**config.mk**
```make
export PLATFORM = sky130hd
export DESIGN_NAME = mdu
export DESIGN_NICKNAME = d
export VERILOG_FILES = /design/src/rtl/mdu_pkg.sv /design/src/rtl/mdu_div_step.sv /design/src/rtl/mdu.sv
export SDC_FILE = /design/constraint.sdc
export NUM_CORES = 1
export LEC_CHECK = 0
export BUFFER_PORTS_ARGS = -buffer_cell sky130_fd_sc_hd__buf_2
export CORE_ASPECT_RATIO = 1.4
export CORE_MARGIN = 2
export CORE_UTILIZATION = 25
export DETAILED_ROUTE_END_ITERATION = 6
export GPL_TIMING_DRIVEN = 0
export PLACE_DENSITY_LB_ADDON = 0.15
export SYNTH_ARGS = -nofsm -noshare
export SYNTH_HDL_FRONTEND = slang
export SYNTH_SLANG_ARGS = --single-unit
```
**constraint.sdc**
```tcl
create_clock -name clk -period 11.7 [get_ports clk]
set_input_delay 0.585 -clock clk [delete_from_list [all_inputs] [get_ports clk]]
set_output_delay 0.585 -clock clk [all_outputs]
set_load 0.01 [all_outputs]
```
**src/rtl/mdu_pkg.sv**
```systemverilog
// Shared op codes, FSM state type and helpers for the iterative multiply/divide unit.
package mdu_pkg;

    localparam logic [2:0] MDU_MULT  = 3'b000;
    localparam logic [2:0] MDU_MULTU = 3'b001;
    localparam logic [2:0] MDU_DIV   = 3'b010;
    localparam logic [2:0] MDU_DIVU  = 3'b011;
    localparam logic [2:0] MDU_MTHI  = 3'b100;
    localparam logic [2:0] MDU_MTLO  = 3'b101;

    typedef enum logic [1:0] {
        IDLE = 2'b00,
        CALC = 2'b01,
        DONE = 2'b10
    } mdu_state_e;

    // Ops whose operands are two's-complement and need magnitude conversion
    function automatic logic op_is_signed(input logic [2:0] op);
        return (op == MDU_MULT) || (op == MDU_DIV);
    endfunction

endpackage

```
**src/rtl/mdu_div_step.sv**
```systemverilog
// One restoring-division iteration: trial-subtract the divisor from the shifted remainder.
module mdu_div_step #(
    parameter int unsigned WIDTH = 32
) (
    input  logic [WIDTH:0]   rem_i,
    input  logic [WIDTH-1:0] divisor_i,
    output logic [WIDTH-1:0] rem_o,
    output logic             q_o
);

    logic [WIDTH:0] diff;

    // rem_i < 2*divisor, so whichever branch is kept fits back into WIDTH bits
    always_comb begin
        diff  = rem_i - {1'b0, divisor_i};
        q_o   = (rem_i >= {1'b0, divisor_i});
        rem_o = q_o ? diff[WIDTH-1:0] : rem_i[WIDTH-1:0];
    end

endmodule

```
**src/rtl/mdu.sv**
```systemverilog
// Iterative multiply/divide unit with HI/LO registers: shift-add multiply and restoring
// divide, one bit per cycle, with start/busy/done handshake, cancel, and MTHI/MTLO.
module mdu
    import mdu_pkg::*;
#(
    parameter int unsigned WIDTH = 32
) (
    input  logic             clk,
    input  logic             rst,
    input  logic             start,
    input  logic [2:0]       op,
    input  logic [WIDTH-1:0] a,
    input  logic [WIDTH-1:0] b,
    input  logic             cancel,
    output logic             busy,
    output logic             done,
    output logic [WIDTH-1:0] hi,
    output logic [WIDTH-1:0] lo
);

    localparam int unsigned CNT_W = $clog2(WIDTH + 1);
    localparam int unsigned ACC_W = 2 * WIDTH;

    mdu_state_e       state_q, state_d;
    logic [CNT_W-1:0] cnt_q, cnt_d;
    logic [ACC_W-1:0] acc_q, acc_d;
    logic [WIDTH-1:0] opnd_q, opnd_d;
    logic [WIDTH-1:0] a_raw_q, a_raw_d;
    logic             is_div_q, is_div_d;
    logic             neg_lo_q, neg_lo_d;
    logic             neg_hi_q, neg_hi_d;
    logic             div0_q, div0_d;
    logic             busy_q, busy_d;
    logic             done_q, done_d;
    logic [WIDTH-1:0] hi_q, hi_d;
    logic [WIDTH-1:0] lo_q, lo_d;

    logic             sa, sb;
    logic [WIDTH-1:0] mag_a, mag_b;
    logic [WIDTH:0]   mul_sum;
    logic [ACC_W-1:0] mul_next, div_next, step_acc, prod;
    logic [WIDTH-1:0] quo, rem;
    logic [WIDTH-1:0] div_rem;
    logic             div_q;

    // acc holds {remainder, dividend->quotient} while dividing
    mdu_div_step #(.WIDTH(WIDTH)) u_div_step (
        .rem_i     ({acc_q[ACC_W-1:WIDTH], acc_q[WIDTH-1]}),
        .divisor_i (opnd_q),
        .rem_o     (div_rem),
        .q_o       (div_q)
    );

    always_comb begin
        state_d  = state_q;
        cnt_d    = cnt_q;
        acc_d    = acc_q;
        opnd_d   = opnd_q;
        a_raw_d  = a_raw_q;
        is_div_d = is_div_q;
        neg_lo_d = neg_lo_q;
        neg_hi_d = neg_hi_q;
        div0_d   = div0_q;
        busy_d   = busy_q;
        done_d   = 1'b0;
        hi_d     = hi_q;
        lo_d     = lo_q;

        sa    = op_is_signed(op) & a[WIDTH-1];
        sb    = op_is_signed(op) & b[WIDTH-1];
        mag_a = sa ? -a : a;
        mag_b = sb ? -b : b;

        // Multiply: multiplier sits in acc low half and shifts out as the product shifts in
        mul_sum  = {1'b0, acc_q[ACC_W-1:WIDTH]} + {1'b0, (acc_q[0] ? opnd_q : WIDTH'(0))};
        mul_next = {mul_sum, acc_q[WIDTH-1:1]};
        div_next = {div_rem, acc_q[WIDTH-2:0], div_q};
        step_acc = is_div_q ? div_next : mul_next;

        // Sign fix-up applied to the final iteration's result on the way into HI/LO
        prod = neg_lo_q ? -step_acc : step_acc;
        quo  = neg_lo_q ? -step_acc[WIDTH-1:0] : step_acc[WIDTH-1:0];
        rem  = neg_hi_q ? -step_acc[ACC_W-1:WIDTH] : step_acc[ACC_W-1:WIDTH];

        unique case (state_q)
            IDLE: begin
                if (start) begin
                    unique case (op)
                        MDU_MULT, MDU_MULTU: begin
                            state_d  = CALC;
                            busy_d   = 1'b1;
                            cnt_d    = CNT_W'(0);
                            is_div_d = 1'b0;
                            opnd_d   = mag_a;
                            acc_d    = {WIDTH'(0), mag_b};
                            neg_lo_d = sa ^ sb;
                            neg_hi_d = 1'b0;
                            div0_d   = 1'b0;
                        end
                        MDU_DIV, MDU_DIVU: begin
                            state_d  = CALC;
                            busy_d   = 1'b1;
                            cnt_d    = CNT_W'(0);
                            is_div_d = 1'b1;
                            opnd_d   = mag_b;
                            acc_d    = {WIDTH'(0), mag_a};
                            neg_lo_d = sa ^ sb;
                            neg_hi_d = sa;
                            div0_d   = (b == WIDTH'(0));
                            a_raw_d  = a;
                        end
                        MDU_MTHI: hi_d = a;
                        MDU_MTLO: lo_d = a;
                        default: ;
                    endcase
                end
            end
            CALC: begin
                if (cancel) begin
                    state_d = IDLE;
                    busy_d  = 1'b0;
                    cnt_d   = CNT_W'(0);
                end else begin
                    acc_d = step_acc;
                    cnt_d = cnt_q + CNT_W'(1);
                    if (cnt_q == CNT_W'(WIDTH - 1)) begin
                        state_d = DONE;
                        done_d  = 1'b1;
                        if (!is_div_q) begin
                            {hi_d, lo_d} = prod;
                        end else if (div0_q) begin
                            hi_d = a_raw_q;
                            lo_d = '1;
                        end else begin
                            hi_d = rem;
                            lo_d = quo;
                        end
                    end
                end
            end
            DONE: begin
                state_d = IDLE;
                busy_d  = 1'b0;
                cnt_d   = CNT_W'(0);
            end
            default: begin
                state_d = IDLE;
                busy_d  = 1'b0;
            end
        endcase
    end

    always_ff @(posedge clk or posedge rst) begin
        if (rst) begin
            state_q  <= IDLE;
            cnt_q    <= '0;
            acc_q    <= '0;
            opnd_q   <= '0;
            a_raw_q  <= '0;
            is_div_q <= 1'b0;
            neg_lo_q <= 1'b0;
            neg_hi_q <= 1'b0;
            div0_q   <= 1'b0;
            busy_q   <= 1'b0;
            done_q   <= 1'b0;
            hi_q     <= '0;
            lo_q     <= '0;
        end else begin
            state_q  <= state_d;
            cnt_q    <= cnt_d;
            acc_q    <= acc_d;
            opnd_q   <= opnd_d;
            a_raw_q  <= a_raw_d;
            is_div_q <= is_div_d;
            neg_lo_q <= neg_lo_d;
            neg_hi_q <= neg_hi_d;
            div0_q   <= div0_d;
            busy_q   <= busy_d;
            done_q   <= done_d;
            hi_q     <= hi_d;
            lo_q     <= lo_d;
        end
    end

    assign busy = busy_q;
    assign done = done_q;
    assign hi   = hi_q;
    assign lo   = lo_q;

endmodule

```
==> key figures, run 1 <==
Synthesis
  – Synth area leader: dfrtp_1
  – Synth warnings: 0
  – Mean Syn Cell Area: 7.81 µm²
  – Syn nets: 2,478
  – Syn Inst Count: 2,336
  – Seq/Total Area, Yosys: 28.2%
  – Distinct cells, synth: 111
  – Post-synthesis async set-or-reset flop share: 100%
  – EDFF count, synth: 0
  – Mapped Area: 18,300 µm²
  – Synth top area share: 28.2%
  – Ys flop type: dfrtp_1
  – FF+latch count, synth: 206
  – Synth top area cells: dfrtp_1 (28%), o21ai_0 (6.9%), nand2_1 (5.5%)

GRT
  – Vias in the first global route: 19,400
  – Initial antenna violation count: 2
  – First-pass GRT wire length: 137,000 µm
  – Largest net degree at the start of global routing: 116
  – Gr ovfl total: 0
  – Gr usage total: 25.4%

Floorplanning
  – I/O pin count: 137
  – DIE AREA: 75,200 µm²
  – Die width: 232 µm
  – Num rows: 117
  – Core Area: 72,500 µm²
  – Die height: 324 µm
  – Initial core utilization: 25.2%

Power
  – Sequential cell fraction of total power: 22.5%
  – Pleak: 8.55 nW
  – Pwr dens: 243 nW/µm²
  – Psw: 2.61 mW
  – Pint: 2.52 mW
  – Clk pwr share: 17.4%
  – VDD IR-drop max: 0.000102 V
  – Switching share of power: 50.8%
  – Combinational share of power: 60.2%

Drt
  – Iteration-0 DRC Markers: 1,593
  – Routed len/inst: 28.0 µm
  – DRT Pass-1 Iters: 6
  – Vias after detailed routing: 19,300
  – Post-Route WL: 97,200 µm
  – Post-route DRC: 0
  – Routed Antenna Nets: 0
  – Via density per instance: 5.57

STA
  – Worst Skew: 0.0298 ns
  – RSZ-0062 raised after global routing: false
  – Fmax: 103 MHz
  – TNS Setup: 0 ns
  – Final worst path period share: 83.1%
  – Worst-margin pin slew: 1.39 ns
  – Fin crit period: 9.73 ns
  – Max_slew headroom: 7.06%
  – Slew Limit Fails: 0
  – Hold Vio Cnt, Final: 0
  – Final setup vio count: 0

Setup path
  – Worst R2R Start: is_div_q$_DFFE_PP0P_
  – Crit-path max FO: 11
  – Reg2reg end: hi[22]$_DFFE_PP0P_
  – Critical path arrival: 10.23 ns
  – Biggest cell delay along the critical path: 0.96 ns
  – Crit path capture type: flop
  – Critical Path RT: 12.20 ns
  – Slowest cell on crit path: clkbuf_1
  – Crit path top cell by count: buf_2
  – Setup CP Type: reg -> reg
  – R2R cell count: 20
  – Worst setup SP type: flop
  – FF-to-FF setup slack: 1.97 ns
  – Critical Path, Cell by Cell: buf_2 -> buf_2 -> buf_2 -> buf_1 -> clkbuf_1 -> buf_1 -> clkbuf_1 -> clkbuf_1 -> mux2i_1 -> inv_1 -> ha_1 -> o31ai_1 -> nor4b_2 -> nand2_1 -> or4_1 -> buf_2 -> o41ai_2 -> xor2_1 -> a221o_1 -> a21oi_1

Run status
  – Status: completed

CTS
  – Resize count post-CTS: 0
  – Clk sinks: 206
  – TritonCTS buffer count: 25
  – Setup Fix Bufs, Post-CTS: 0
  – Clock buffer depth: 3
  – Cts hold-fix bufs: 0
  – Clock slew at reported path FFs: 0.07 ns
  – Clk_lat worst skew: 0.59 ns
  – CTS tree: built
  – Root Driver: clkbuf_16
  – H-tree depth: 1

Layout
  – Layout cell share with drive strength beyond 1: 12.2%
  – Area grow syn2layout: 15.4%
  – Final cell utilization of the core: 29.1%
  – Most frequent cells in the layout: nand2_1 (268), o21ai_0 (251), dfrtp_1 (206)
  – Most common cell after layout, fill and taps aside: nand2_1
  – Fin cells: 3,471
  – Final instance area: 21,100 µm²
  – Final #Nets: 2,642

Hold path
  – HP Class: in -> async

Placement
  – DP Area: 20,200 µm²
  – Placed insts: 3,425
  – RePlAce Congestion: 0.997
  – Port Buf Inserts: 133
  – Hpwl dp: 78,700 µm

Run
  – Max-Cap Viols: 0
[area by class of cell]
| class | instances | area (µm²) |
|---|---|---|
| buffer | 153 | 644 |
| clock inverter | 10 | 179 |
| timing repair buffer | 137 | 711 |
| tap | 952 | 1190 |
| antenna | 1 | 2.50 |
| clock buffer | 35 | 703 |
| sequential | 206 | 5150 |
| fill | 7881 | 51400 |
| inverter | 78 | 300 |
| multi-input combinational | 1899 | 12200 |
[worst max-delay path: cells and delay by family (launching register included)]
kind / cells / cell delay [ns]
AOI/OAI and AO/OA: 4 / 1.05
xor gates and xnor gates: 1 / 0.13
adders and majority gates: 1 / 0.31
buffers and inverters: 10 / 6.19
DFF: 1 / 0.48
muxes: 1 / 0.24
and+or+nand+nor: 3 / 1.17
[sequential cells by signal (all words and copies together), names as in the netlist]
name	count
state_q	2
lo	32
busy	1
a_raw_q	32
hi	32
div0_q	1
neg_lo_q	1
acc_q	64
done	1
cnt_q	6
neg_hi_q	1
is_div_q	1
opnd_q	32
[through the flow]
step	power [mW]	hold slack, ns	setup WS, ns
detailed placement	4.19	0.468	2.28
finish	5.13	0.147	1.97
CTS	5.11	0.173	2.24
floorplan	3.09	0.449	5.49
global placement	4.18	0.465	2.23
global route	5.45	0.208	1.94
[routing by layer]
metal | vias to the layer above | GRT usage [%] | wire length, µm | share of wire, %
met1 | 9473 | 27.2 | 35600 | 37
met4 | 2 | 17.0 | 7370 | 7.6
li1 | 8837 | - | - | -
met5 | - | 0 | 14 | 0.014
met3 | 245 | 2.65 | 4340 | 4.5
met2 | 777 | 46.7 | 49800 | 51
[power groups by stage]
stage	registers, mW	logic (mW)	clock network, mW
2_1_floorplan	1.10	1.99	0
5_1_grt	1.17	3.34	0.929
3_3_place_gp	1.16	3.02	0
3_5_place_dp	1.16	3.03	0
6_report	1.15	3.09	0.890
4_1_cts	1.15	3.06	0.904
[cell families after synthesis]
logic type	share of synthesized area (%)
buffers and inverters	5.13
AO/OA/AOI/OAI	27.9
multiplexers	4.68
adder cells (fa/ha/maj)	4.95
AND/OR/NAND/NOR	20.4
flip-flops	28.2
XOR/XNOR	8.68
[synthesized netlist by cell type (5+ instances only)]
master and instances:
a211oi_1 29, buf_2 20, and2_1 39, nand3_1 29
or3_1 38, a41oi_1 5, clkbuf_1 112, a22oi_1 5
inv_1 76, nor3b_1 5, o211ai_1 42, ha_1 69
a22o_1 21, nand2b_1 23, nand4_1 17, nand2_1 268
mux2_2 42, nand4b_1 6, o21a_1 14, a31oi_1 38
or4_1 5, o22ai_1 37, nor3_1 49, o21ai_0 251
o221ai_1 6, o21bai_1 8, o31a_1 5, dfrtp_1 206
buf_1 15, xnor2_1 100, mux2i_1 37, xor2_1 81
o21ai_1 6, o41ai_1 10, nor4_1 18, nor2b_1 21
o31ai_1 41, or2_2 14, nor2_1 182, a21oi_1 190
and3_1 14, a21o_1 20
[worst max path at each step]
stage                                    start                      to  slack [ns]
after floorplan                            rst  a_raw_q[0]$_DFFE_PP0P_        5.49
after global placement                     rst   acc_q[62]$_DFFE_PP0P_        2.23
after detailed placement  is_div_q$_DFFE_PP0P_      hi[22]$_DFFE_PP0P_        2.28
after CTS                 is_div_q$_DFFE_PP0P_      hi[22]$_DFFE_PP0P_        2.24
after global routing      is_div_q$_DFFE_PP0P_      hi[22]$_DFFE_PP0P_        1.94
final                     is_div_q$_DFFE_PP0P_      hi[22]$_DFFE_PP0P_        1.97
Note: power is estimated with default switching activity, not from simulation.
==> run 2, diff against run 1 <==
ABC_AREA = 1   (was not set)
clock period = 8 ns   (was 11.7 ns; I/O delays follow)
==> key figures, run 2 <==
STA
  – Final worst path period share: 67.3%
  – Fmax: 186 MHz
  – Final WS setup: 2.62 ns
  – Worst Skew: 0.0480 ns
  – Max_slew headroom: 1.00%
  – Hold Vio Cnt, Final: 0
  – Fin crit period: 5.38 ns
  – Final setup vio count: 0
  – Worst-margin pin slew: 1.47 ns
  – Slew Limit Fails: 0
  – RSZ-0062 raised after global routing: false

Synthesis
  – Synth top area cells: dfrtp_1 (25%), nand2_1 (20%), inv_1 (8.4%)
  – FF+latch count, synth: 206
  – Synth top area share: 24.6%
  – Mapped Area: 20,900 µm²
  – Synth area leader: dfrtp_1
  – Post-synthesis async set-or-reset flop share: 100%
  – Distinct cells, synth: 60
  – Ys flop type: dfrtp_1
  – EDFF count, synth: 0
  – Seq/Total Area, Yosys: 24.6%
  – Syn nets: 3,700
  – Synth warnings: 0
  – Most frequent cell after synthesis: nand2_1
  – Syn Inst Count: 3,558
  – Mean Syn Cell Area: 5.89 µm²
  – Top cells by count, synth: nand2_1 (1,122), inv_1 (468), nor2_1 (401)

CTS
  – Resize count post-CTS: 0
  – Cts hold-fix bufs: 1
  – Clk_lat worst skew: 0.63 ns
  – TritonCTS buffer count: 27
  – Root Driver: clkbuf_16
  – H-tree depth: 1
  – CTS tree: built
  – Clk sinks: 206
  – Clock buffer depth: 3
  – Setup Fix Bufs, Post-CTS: 0
  – Clock slew at reported path FFs: 0.09 ns

Power
  – Sequential cell fraction of total power: 17.9%
  – Pwr dens: 414 nW/µm²
  – Combinational share of power: 69.0%
  – Psw: 5.90 mW
  – Pint: 4.02 mW
  – Switching share of power: 59.5%
  – Clk pwr share: 13.0%
  – Pleak: 12.5 nW
  – VDD IR-drop max: 0.000163 V

Run
  – Max-Cap Viols: 1

Run status
  – Status: complete, but fails checks
  – Failing checks: max-capacitance violations

Drt
  – Post-route DRC: 0
  – Post-Route WL: 124,000 µm
  – Iteration-0 DRC Markers: 1,904
  – Vias after detailed routing: 24,400
  – DRT Pass-1 Iters: 6
  – Routed len/inst: 25.6 µm
  – Routed Antenna Nets: 0
  – Via density per instance: 5.06

Floorplanning
  – Core Area: 83,000 µm²
  – Num rows: 125
  – Initial core utilization: 25.2%
  – DIE AREA: 86,100 µm²
  – Die height: 346 µm
  – I/O pin count: 137
  – Die width: 249 µm

Setup path
  – Biggest cell delay along the critical path: 0.56 ns
  – Worst R2R Start: acc_q[57]$_DFFE_PP0P_
  – Crit path capture type: flop
  – Crit path top cell by count: nand2_1
  – Critical path arrival: 5.87 ns
  – R2R cell count: 26
  – Setup CP Type: reg -> reg
  – Slowest cell on crit path: dfrtp_1
  – Worst setup SP type: flop
  – Reg2reg end: hi[12]$_DFFE_PP0P_
  – Crit-path max FO: 6
  – Critical Path RT: 8.49 ns
  – FF-to-FF setup slack: 2.62 ns

Layout
  – Layout cell share with drive strength beyond 1: 9.31%
  – Final cell utilization of the core: 28.8%
  – Most frequent cells in the layout: nand2_1 (1,122), inv_1 (467), nor2_1 (401)
  – Most common cell after layout, fill and taps aside: nand2_1
  – Area grow syn2layout: 14.4%
  – Max reg flops: 64
  – Biggest register: acc_q
  – Antenna diodes: 0
  – Final #Nets: 3,869
  – Fillers: 9,637

Hold path
  – Hold depth: 2
  – Hold Path Sink: state_q[0]$_DFFE_PP0P_
  – Hold_sp: op[2]
  – HP Class: in -> reg

Placement
  – Hpwl dp: 105,000 µm
  – RePlAce Congestion: 1.02
  – DP Worst Slack: 2.71 ns
  – Port Buf Inserts: 136

GRT
  – Largest net degree at the start of global routing: 91
  – Vias in the first global route: 24,500
  – First-pass GRT wire length: 175,000 µm
  – Gr usage total: 28.2%
  – Gr ovfl total: 0
  – Initial antenna violation count: 3
## run 2: changes by cell type in the layout (fill, tap and decap cells not counted), sizes merged, moves of 31 or more
| cell | previous run | this run |
|---|---|---|
| inv | 78 | 487 |
| mux2 | 43 | 0 |
| o31ai | 42 | 9 |
| a21oi | 191 | 126 |
| mux2i | 37 | 0 |
| nor2 | 182 | 425 |
| a31oi | 39 | 4 |
| nand3 | 31 | 308 |
| a211oi | 32 | 1 |
| xnor2 | 100 | 20 |
| nand2 | 268 | 1153 |
| and2 | 41 | 6 |
| or3 | 41 | 1 |
## run 2: how the worst max path moves through the flow
stage	from	depth (start not counted)	endpoint
after floorplan	rst	1	a_raw_q[0]$_DFFE_PP0P_
after global placement	rst	2	opnd_q[18]$_DFFE_PP0P_
after detailed placement	acc_q[59]$_DFFE_PP0P_	24	hi[4]$_DFFE_PP0P_
after CTS	acc_q[57]$_DFFE_PP0P_	26	hi[4]$_DFFE_PP0P_
after global routing	acc_q[59]$_DFFE_PP0P_	24	hi[4]$_DFFE_PP0P_
final	acc_q[57]$_DFFE_PP0P_	26	hi[12]$_DFFE_PP0P_
## run 2: power groups by stage
stage / logic, mW / registers (mW) / clock network [mW]
3_3_place_gp: 6.75 / 1.79 / 0
5_1_grt: 7.39 / 1.79 / 1.34
6_report: 6.85 / 1.78 / 1.30
2_1_floorplan: 4.12 / 1.65 / 0
3_5_place_dp: 6.72 / 1.79 / 0
4_1_cts: 6.76 / 1.78 / 1.32
## run 2: critical path, delay by kind of cell, from the launching register on
family	cells	cell delay, ns
AO/OA/AOI/OAI	5	0.80
adder cells (fa/ha/maj)	2	0.70
buffers and inverters	1	0.28
flip-flops	1	0.56
AND/OR/NAND/NOR	18	2.87
## run 2: layout make-up
type / count / area, µm² / area share, %
clock buffer: 31 / 731 / 3.05
multi-input combinational: 2729 / 13400 / 55.8
inverter: 486 / 1830 / 7.65
timing repair buffer: 140 / 753 / 3.14
clock inverter: 18 / 169 / 0.705
tap: 1079 / 1350 / 5.64
buffer: 137 / 601 / 2.51
sequential: 206 / 5150 / 21.5
## run 2: metrics by stage
stage | cells | power (mW) | setup TNS (ns) | instance area (µm²) | hold WS, ns
6_report | 4826 | 9.93 | 0 | 24000 | 0.0725
5_1_grt | 4826 | 10.5 | 0 | 24000 | 0.0973
4_1_cts | 4825 | 9.86 | 0 | 23900 | 0.0539
3_5_place_dp | 4775 | 8.51 | 0 | 23000 | 0.410
3_3_place_gp | 4773 | 8.54 | -285.88 | 23000 | 0.466
2_1_floorplan | 3558 | 5.77 | 0 | 20900 | 0.448
## run 2: kinds of logic (layout without fill, tap and decap cells)
family	after synthesis	in the layout	synth area share, %
flops	206	206	24.6
simple gates	2027	2027	40.8
buf+inv	623	812	11.6
fa+ha+maj	71	71	4.31
compound gates	545	545	15.1
xor+xnor	86	86	3.60
## run 2: routing by layer
layer / track usage (%) / wire, µm / part of all wire, %
met5: 0 / 0 / 0
met2: 51.4 / 61600 / 50
met1: 30.0 / 45600 / 37
met3: 1.82 / 4200 / 3.4
met4: 23.2 / 12300 / 9.9
